## config.mk

```make
export PLATFORM = sky130hd
export DESIGN_NAME = meas_frame_tx
export DESIGN_NICKNAME = d
export VERILOG_FILES = /design/src/rtl/meas_frame_tx.sv
export SDC_FILE = /design/constraint.sdc
export NUM_CORES = 1
export LEC_CHECK = 0
export ABC_AREA = 1
export CORE_AREA = 2 2 94 96
export CTS_CLUSTER_DIAMETER = 50
export CTS_CLUSTER_SIZE = 24
export DETAILED_ROUTE_END_ITERATION = 12
export DIE_AREA = 0 0 96 98
export PLACE_DENSITY = 0.89
export SYNTH_ARGS = -nofsm -noshare
export SYNTH_HDL_FRONTEND = slang
export SYNTH_SLANG_ARGS = --single-unit
```

## constraint.sdc

```tcl
create_clock -name clk -period 4.7 [get_ports clk]
set_input_delay 0.94 -clock clk [delete_from_list [all_inputs] [get_ports clk]]
set_output_delay 0.94 -clock clk [all_outputs]
set_load 0.05 [all_outputs]
```

## src/rtl/meas_frame_tx.sv

```systemverilog
// rtl/meas_frame_tx.sv - measurement frame serialiser feeding a byte-wide UART transmitter
// Optional sequence byte after HEADER enabled by defining FRAME_SEQ_EN.
module meas_frame_tx #(
  parameter int          NUM_WORDS  = 2,
  parameter int          WORD_BYTES = 4,
  parameter logic [7:0]  HEADER     = 8'hA5,
  parameter logic [7:0]  TRAILER    = 8'h5A
) (
  input  logic                            clk,
  input  logic                            rst_n,
  input  logic [NUM_WORDS*WORD_BYTES*8-1:0] data_in,
  input  logic                            data_ready,
  input  logic                            uart_tx_done,
  output logic [7:0]                      uart_tx_data,
  output logic                            uart_tx_en,
  output logic                            busy,
  output logic                            frame_done,
  output logic                            frame_drop
);

  localparam int NB = NUM_WORDS * WORD_BYTES;
`ifdef FRAME_SEQ_EN
  localparam int SEQ_BYTES = 1;
`else
  localparam int SEQ_BYTES = 0;
`endif
  localparam int PAY_START = 1 + SEQ_BYTES;
  localparam int LEN       = NB + 3 + SEQ_BYTES;

  localparam logic [5:0] LEN_L     = 6'(LEN);
  localparam logic [5:0] CSUM_IDX  = 6'(LEN - 2);
  localparam logic [5:0] PAY_END_L = 6'(PAY_START + NB);

  typedef enum logic [1:0] {IDLE, WAIT_RDY, PULSE, GAP} state_t;

  state_t          state;
  logic            sync_q1;
  logic            sync_q2;
  logic            request;
  logic [NB*8-1:0] snap;
  logic [5:0]      idx;
  logic [7:0]      csum;
  logic [7:0]      payload_byte;
  logic [7:0]      next_byte;
  logic            next_summed;
`ifdef FRAME_SEQ_EN
  logic [7:0]      seq;
`endif

  assign request = sync_q1 & ~sync_q2;

  // Two-flop synchroniser for the asynchronous data_ready level.
  always_ff @(posedge clk or negedge rst_n) begin
    if (!rst_n) begin
      sync_q1 <= 1'b0;
      sync_q2 <= 1'b0;
    end else begin
      sync_q1 <= data_ready;
      sync_q2 <= sync_q1;
    end
  end

  // Pick the snapshot byte for the current index: words in order, each word MSB first.
  always_comb begin
    payload_byte = 8'h00;
    for (int i = 0; i < NB; i++) begin
      if (idx == 6'(PAY_START + i))
        payload_byte = snap[((i / WORD_BYTES) * WORD_BYTES + WORD_BYTES - 1 - (i % WORD_BYTES)) * 8 +: 8];
    end
  end

  // Byte to issue at the current index and whether it feeds the checksum.
  always_comb begin
    next_summed = (idx != 6'd0) && (idx < PAY_END_L);
    if (idx == 6'd0)
      next_byte = HEADER;
`ifdef FRAME_SEQ_EN
    else if (idx == 6'd1)
      next_byte = seq;
`endif
    else if (idx < PAY_END_L)
      next_byte = payload_byte;
    else if (idx == CSUM_IDX)
      next_byte = csum;
    else
      next_byte = TRAILER;
  end

  // Frame FSM: snapshot, hand bytes to the UART one at a time, running checksum.
  always_ff @(posedge clk or negedge rst_n) begin
    if (!rst_n) begin
      state        <= IDLE;
      uart_tx_data <= 8'h00;
      uart_tx_en   <= 1'b0;
      busy         <= 1'b0;
      frame_done   <= 1'b0;
      frame_drop   <= 1'b0;
      snap         <= '0;
      idx          <= 6'd0;
      csum         <= 8'h00;
`ifdef FRAME_SEQ_EN
      seq          <= 8'h00;
`endif
    end else begin
      frame_done <= 1'b0;
      frame_drop <= request & busy;
      case (state)
        IDLE: begin
          if (request) begin
            snap  <= data_in;
            idx   <= 6'd0;
            csum  <= 8'h00;
            busy  <= 1'b1;
            state <= WAIT_RDY;
          end
        end
        WAIT_RDY: begin
          if (uart_tx_done) begin
            uart_tx_data <= next_byte;
            uart_tx_en   <= 1'b1;
            idx          <= idx + 6'd1;
            if (next_summed)
              csum <= csum + next_byte;
            state <= PULSE;
          end
        end
        PULSE: begin
          uart_tx_en <= 1'b0;
          state      <= GAP;
        end
        GAP: begin
          // The UART's done flag may still be stale here, so it is not looked at.
          if (idx == LEN_L) begin
            busy       <= 1'b0;
            frame_done <= 1'b1;
`ifdef FRAME_SEQ_EN
            seq        <= seq + 8'd1;
`endif
            state      <= IDLE;
          end else begin
            state <= WAIT_RDY;
          end
        end
        default: state <= IDLE;
      endcase
    end
  end

endmodule

```

# Word-level counts from Yosys, hierarchy flattened

Cells that the tools add are included.

Register bits: 94
Input port bits: 68
Output and inout bits: 12

Add/sub/neg operators: 2
Order comparisons: 1
Eq/ne operators: 17
Mux-type cells: 29
Bitwise logic cells: 3
Reduce and logical (&&, ||, !) cells: 14

Operators by type and width:

| cell                | number |
|---|---|
| $mux 8              | 14 |
| $eq 6x3->1 const B  | 4 |
| $eq 6x4->1 const B  | 3 |
| $pmux 8 s2          | 1 |
| $eq 6x2->1 const B  | 2 |
| $mux 6              | 2 |
| $pmux 6 s2          | 1 |
| $add 8x8->8         | 1 |
| $ne 2x2->1 const B  | 4 |
| $pmux 2 s4          | 1 |
| $reduce_and 2->1    | 4 |
| $add 6x1->6 const B | 1 |
| $eq 6x1->1 const B  | 1 |
| $logic_not 6->1     | 1 |
| $lt 6x4->1 const B  | 1 |
| $mux 1              | 6 |
| $reduce_and 3->1    | 2 |
| $reduce_bool 2->1   | 3 |
| $reduce_bool 6->1   | 1 |
| $eq 2x2->1 const B  | 2 |
| $mux 2              | 2 |
| $pmux 1 s2          | 2 |
| $reduce_and 4->1    | 1 |
| $and 1x1->1         | 2 |
| 4 further kinds     | 4 |

# Logic depth before layout (Yosys ltp)

Word-level depth: 15
Mapped depth: 28
Depth with buffers taken out: 28

# Worst setup path before layout

Ideal clock, no wire load.

Kind: register to register
Start point: reg idx[0]
End point: reg csum[7]
Data arrival time: 2.833 ns
Setup slack: 1.750 ns
Stages on the path, launching flop included: 26
Path buffers: 0
Cells stage by stage: dfrtp_1 -> inv_1 -> ha_1 -> nand3_2 -> inv_2 -> nand2_1 -> nand3_1 -> o21ai_1 -> nand3_1 -> o211ai_1 -> nand2_1 -> nand2_1 -> a31oi_1 -> ha_1 -> nand2_1 -> nand2_1 -> a21oi_1 -> nor2_1 -> o21ai_0 -> nand2_1 -> nand2_1 -> nand2_1 -> a21oi_1 -> nand3_1 -> nand3_1 -> nand2_1

Cells in the longest elaborated chain, start to end: 15

RTL lines:

| item                   | RTL line | source |
|---|---|---|
| start, declared        | 41       | `logic [5:0] idx;` |
| start signal, assigned | 121      | `idx <= idx + 6'd1;` |
| $eq 6x1->1             | 67       | `if (idx == 6'(PAY_START + i))` |
| $mux 8 (8 in series)   | 67       |  |
| $mux 8                 | 81       | `else if (idx < PAY_END_L)` |
| $mux 8 *               | 75       | `if (idx == 6'd0)` |
| named net next_byte[1] | 44       | `logic [7:0] next_byte;` |
| $add 8x8->8 *          | 123      | `csum <= csum + next_byte;` |
| $mux 8 *               | 122      | `if (next_summed)` |
| $mux 8 *               | 118      | `if (uart_tx_done) begin` |
| $pmux 8 s2 *           | 107      | `case (state)` |
| end signal, assigned   | 123      |  |
| end, declared          | 42       | `logic [7:0] csum;` |

The timed path passes the listed nets; every way through them passes the cells marked *. The select of a mux whose other input is x is not followed.
A chain may end at the register's enable or synchronous reset.

# Final worst setup path

Ends and elaborated chain as after synthesis.

==> impl_results.md <==
* Mapped cell area at 4790 µm²
* DRT antenna net count at 0
* CTS tree: yes
* Hold buffers post-CTS at 0
* Unrepaired setup endpoints after global routing: false
* Setup Skew at 0.00829 ns
* Ratio of cells with drive above 1 in the final layout at 0.195
* Mapped Cells at 492
* CTS root buffer: clkbuf_8
* Worst path slowest cell: nor3_2
* Slew @ Worst Pin at 0.747 ns
* Fin crit period at 3.49 ns
* Drt pass-1 iters at 5
* Worst EP arrival at 3.81 ns
* CP delay by family, top: simple AND/OR/NAND/NOR gates
* Hold Crit Class: reg -> reg
* Synthesized flop and latch total at 94
* Initial Util at 0.565
* First-pass GRT wire length at 18600 µm
* Total power density per cell area at 673 nW/µm²
* Total CTS buffers at 9
* Setup bufs post-CTS at 0
* Die H at 98 µm
* Post-synth top area cell: dfrtp_1
* Buf/Inv on CP at 2
* Clk_lat worst skew at 0.37 ns
* Final period util at 0.743
* # setup viols final at 0
* Largest cells by area after synthesis: dfrtp_1 (49%), mux2_2 (14%), nand2_1 (8.1%), ha_1 (4.4%), a21oi_1 (3.1%)
* CP required at 5.01 ns
* Yosys cell types at 34
* Post-DR vias/cell at 5.66
* Max-cap violations at 0
* Slew HR at 0.501
* Total Wirelength at 11100 µm
* GR Util met2 at 0.405
* Max FO, Critical Path at 12
* TNS Setup at 0 ns
* CP endpoint kind: flop
* Crit Path Class: reg -> reg
* Post-cts resize count at 0
* Clock Path Buffers at 2
* Number of DRC markers in iteration 0 at 243
* WL/cell at 16.2 µm
* Setup crit start kind: flop
* Post-layout nets at 660
* Clock sink count at 94
* Met1 GRT Util at 0.335
* Gr ovfl total at 0
* Post-Route Utilization at 0.695
* Final Max Tran Viols at 0
* Avg Cell Area, Syn at 9.73 µm²
* Fin area at 5890 µm²
* Most used routing layer: met2
* Cell mode on critical path: nand2_1
* Post-place setup slack at 1.32 ns
* Met3 Use GR at 0.0602
* Antenna Cells at 0
* Initial antenna violation count at 0
* I/O Pins at 80
* Detail Placement HPWL at 8240 µm
* Clk pin slew, worst setup/hold paths at 0.09 ns
* Placement row count at 34
* Sequential area share after synthesis at 0.492
* # port buffers at 79
* DRC at 0
* Vias in the first global route at 3942
* Area growth from synthesis to layout at 23.0%
* Outcome: finished, final reports clean
* Crit path cell chain: ha_1, inv_1, nor3_2, nand2_1, a31oi_1, ha_1, nand2_1, nand2_1, a21oi_1, nor2_1, o21ai_0, nand2_1, nand2_1, nand2_1, a21oi_1, inv_1, nand3_1, nand3_1, nand2_1
* Max Clk Rate at 286 MHz
* CORE AREA at 8470 µm²
* Top cell type's share of synthesized area at 0.492
* Synth Warn # at 0
* Gr usage total at 0.253
* Mapped Nets at 578
* Die Width at 96 µm
* H-Tree Depth at 3
* Setup WS post-layout at 1.21 ns
* Hold Fails Final Rpt at 0
* Maximum number of pins on one net before global-route repair at 58
* VDD IR max at 266 µV
* Die ar. at 9410 µm²
* Lkg Pwr at 2.68 nW
* Via count at 3889
* DP Area at 5690 µm²
* GP Congestion at 0.952
* Largest stage delay on the critical path at 0.63 ns
sequential cells by signal, summed over array words and instances (netlist names), 2 cells and up:
signal and cells:
snap 64, csum 8, uart_tx_data 8, idx 6, state 2
logic make-up (layout without fill, tap and decap cells):
group / after synthesis / in the layout / synth area share
compound gates: 82 / 82 / 0.0941
xor+xnor: 1 / 1 / 0.00183
fa+ha+maj: 18 / 18 / 0.0486
buf+inv: 52 / 139 / 0.0413
flops: 94 / 94 / 0.492
mux: 61 / 61 / 0.144
simple gates: 184 / 184 / 0.179
cell type report:
class                           instances  area (µm²)
Tap cell                              108         135
Clock inverter                          6        70.1
Sequential cell                        94        2350
Timing Repair Buffer                   81         803
Inverter                               42         158
Clock buffer                           10         128
Fill cell                             607        2580
Multi-Input combinational cell        346        2240
through the flow:
stage | power [W] | cells | hold slack [ns]
2_1_floorplan | 0.00282 | 492 | 0.375
3_3_place_gp | 0.00328 | 671 | 0.410
3_5_place_dp | 0.00338 | 671 | 0.423
4_1_cts | 0.00394 | 687 | 0.443
5_1_grt | 0.00426 | 687 | 0.477
6_report | 0.00396 | 687 | 0.439
cells in the mapped netlist (all sizes together):
cell type  count
a21oi         33
a22o           3
a31oi          3
buf            2
clkbuf         8
dfrtp         94
fa             1
ha            17
inv           42
mux2          61
nand2        107
nand3         30
nand4          2
nor2          36
nor3           6
nor3b          2
o211ai         2
o21ai         37
o221ai         1
o22ai          2
o31ai          1
or2            1
xnor2          1
layout by cell type (no fill, tap or decap), types with 5 or more instances in the layout:
master	synthesis	layout
nand2_1	103	103
dfrtp_1	94	94
clkdlybuf4s50_1	0	78
mux2_2	61	61
a21oi_1	30	30
inv_1	28	28
nor2_1	28	28
nand3_1	27	26
o21ai_1	22	22
ha_1	17	17
o21ai_0	15	15
inv_2	14	14
clkbuf_8	0	9
nor2_4	6	6
nor3_1	5	5
final timing paths:
check,startpoint,end,slack (ns),cells after the start
max in group asynchronous,rst_n,uart_tx_data[1],3.14,2
min in group asynchronous,rst_n,snap[53],0.61,1
min reg2reg,sync_q1,sync_q2,0.44,0
min,sync_q1,sync_q2,0.44,0
max reg2reg,idx[0],csum[7],1.21,19
max,idx[0],csum[7],1.21,19
where the power goes:
group	switching [W]	leakage (nW)	internal, W	total (W)
clock	0.000296	0.0948	0.000251	0.000546
combinational	0.00118	1.46	0.000808	0.00198
sequential	0.000253	1.13	0.00118	0.00143
total	0.00172	2.68	0.00224	0.00396
routing by layer:
metal / routed length, µm / part of all wire
met5: 0 / 0
met4: 307 / 0.028
met3: 622 / 0.056
met2: 5640 / 0.51
met1: 4570 / 0.41
(Power assumes the default switching activity.)
==> variant, RTL diff (config.mk and constraints unchanged) <==
The parameter `TRAILER` goes from 8'h5A to 8'h43.
--- a/src/rtl/meas_frame_tx.sv
+++ b/src/rtl/meas_frame_tx.sv
@@ -5,5 +5,5 @@
   parameter int          WORD_BYTES = 4,
   parameter logic [7:0]  HEADER     = 8'hA5,
-  parameter logic [7:0]  TRAILER    = 8'h5A
+  parameter logic [7:0]  TRAILER    = 8'h43
 ) (
   input  logic                            clk,
Behaviour: same outputs for any inputs over 10 cycles, from zero or initial values and one cycle with rst_n low; that may be too few to reach the edited logic, so the function may still have changed.
==> variant against the original RTL <==
  * Sequential cell count stayed put
  * Synthesized cell count decreased by 2.4%
  * Routed wire length down 3.0%
  * Sequential share of layout area fell by 0.19 points
  * Synthesized area rose by 0.55%
  * Cell area rose by 0.47%
  * Sequential power about the same
  * Setup slack worse by 0.32 ns
  * Power fell by 1.0%
  * Critical path type unchanged
==> variant: results (changes against the original RTL) <==
| Metric | Value |
|---|---|
| Dpl cells | `659 (was 671)` |
| Critical-path top delay cell | `dfrtp_1 (was nor3_2)` |
| Clock share of power | `0.148 (was 0.138)` |
| Area after DPL | `5700 um^2 (was 5689 um^2)` |
| Skew final | `0.01004 ns (was 0.008288 ns)` |
| Vias in the first global route | `3957 (was 3942)` |
| Hold buffers post-CTS | `0 (unchanged)` |
| Starting DRC count in detailed routing | `209 (was 243)` |
| Clock-pin slew of the registers on the worst-case setup and hold paths | `0.10 ns` |
| Nets | `648 (was 660)` |
| Cell count after synthesis | `480 (was 492)` |
| Minimum hold slack | `0.4308 ns (was 0.4391 ns)` |
| Leak | `2.685 nW (about the same)` |
| Slew HR | `0.5308 (was 0.5013)` |
| Reg-to-reg slack, setup | `0.89 ns (was 1.21 ns)` |
| Max VDD drop | `0.3303 mV (was 0.2657 mV)` |
| Share of total power in combinational logic | `0.488 (was 0.501)` |
| Place WS | `1.047 ns (was 1.317 ns)` |
| Routed len/inst | `16.00 um (was 16.20 um)` |
| Status | `finished clean (unchanged)` |
| Number of library cell types mapped by synthesis | `42 (was 34)` |
| Post-DP HPWL | `8029 um (was 8237 um)` |
| Post-CTS Setup Repair Bufs | `0 (unchanged)` |
| Synth area leaders | `dfrtp_1 49%, mux2_2 15%, nand2_1 7.0% (was dfrtp_1 49%, mux2_2 14%, nand2_1 8.1%)` |
| Worst hold path cell count | `0 (unchanged)` |
| Worst Path Max Fanout | `8 (was 12)` |
| PwrDens | `662.8 nW/um^2 (was 672.7 nW/um^2)` |
| Top cells by count, synth | `94 x dfrtp_1, 90 x nand2_1, 62 x mux2_2, 39 x inv_1, 30 x nand3_1 (was 103 x nand2_1, 94 x dfrtp_1, 61 x mux2_2, 30 x a21oi_1)` |
| Final cell count without fillers | `675 (was 687)` |
| Routability Congestion | `0.9069 (was 0.9524)` |
| Vias/cell | `5.619 (was 5.661)` |
| Top Family by Delay on Critical Path | `simple AND/OR/NAND/NOR gates (unchanged)` |
| Sw power | `1.700 mW (was 1.725 mW)` |
| Register area share after synthesis | `0.4888 (was 0.4915)` |
| Total track usage | `0.2559 (was 0.2531)` |
| FMAX | `0.2622 GHz (was 0.2863 GHz)` |
| Arrival time worst endpoint | `4.08 ns (was 3.81 ns)` |
| Largest stage delay on the critical path | `0.41 ns (was 0.63 ns)` |
| Clock Path Buffers | `2 (unchanged)` |
| Critical R2R Launch | `idx[0] (unchanged)` |
| CTS H-tree lvls | `3 (unchanged)` |
| Net Count, Synth | `566 (was 578)` |
| Clock root buffer | `clkbuf_8 (unchanged)` |
| Share of post-route cells with drive strength above 1 | `0.1887 (was 0.1952)` |
| Worst reg2reg path depth | `27 (was 19)` |
| Min-delay src | `sync_q1 (unchanged)` |
| Global-route wire length before repair | `18670 um (was 18610 um)` |
[variant: kinds of logic (layout without fill, tap and decap cells)]
logic type	count (synthesis)	after routing	share of synthesized area
AO/OA/AOI/OAI	79	79	0.09517
XOR/XNOR	4	4	0.007282
adder cells (fa/ha/maj)	18	18	0.04836
buffers and inverters	52	139	0.04524
flip-flops	94	94	0.4888
multiplexers	62	62	0.1451
AND/OR/NAND/NOR	171	171	0.1700
[variant: area by class of cell]
class	instances	area (um^2)
Clock buffer	9	123.9
Clock inverter	7	90.09
Fill cell	626	2551
Inverter	42	162.7
Multi-Input combinational cell	334	2247
Sequential cell	94	2352
Tap cell	108	135.1
Timing Repair Buffer	81	803.3
[variant: layer usage]
metal / vias up / share of wire / track usage
met2: 139 / 0.50 / 0.4199
li1: 1784 / - / -
met5: - / 0 / 0
met1: 1846 / 0.41 / 0.3306
met3: 24 / 0.064 / 0.06096
met4: 0 / 0.021 / 0.08791
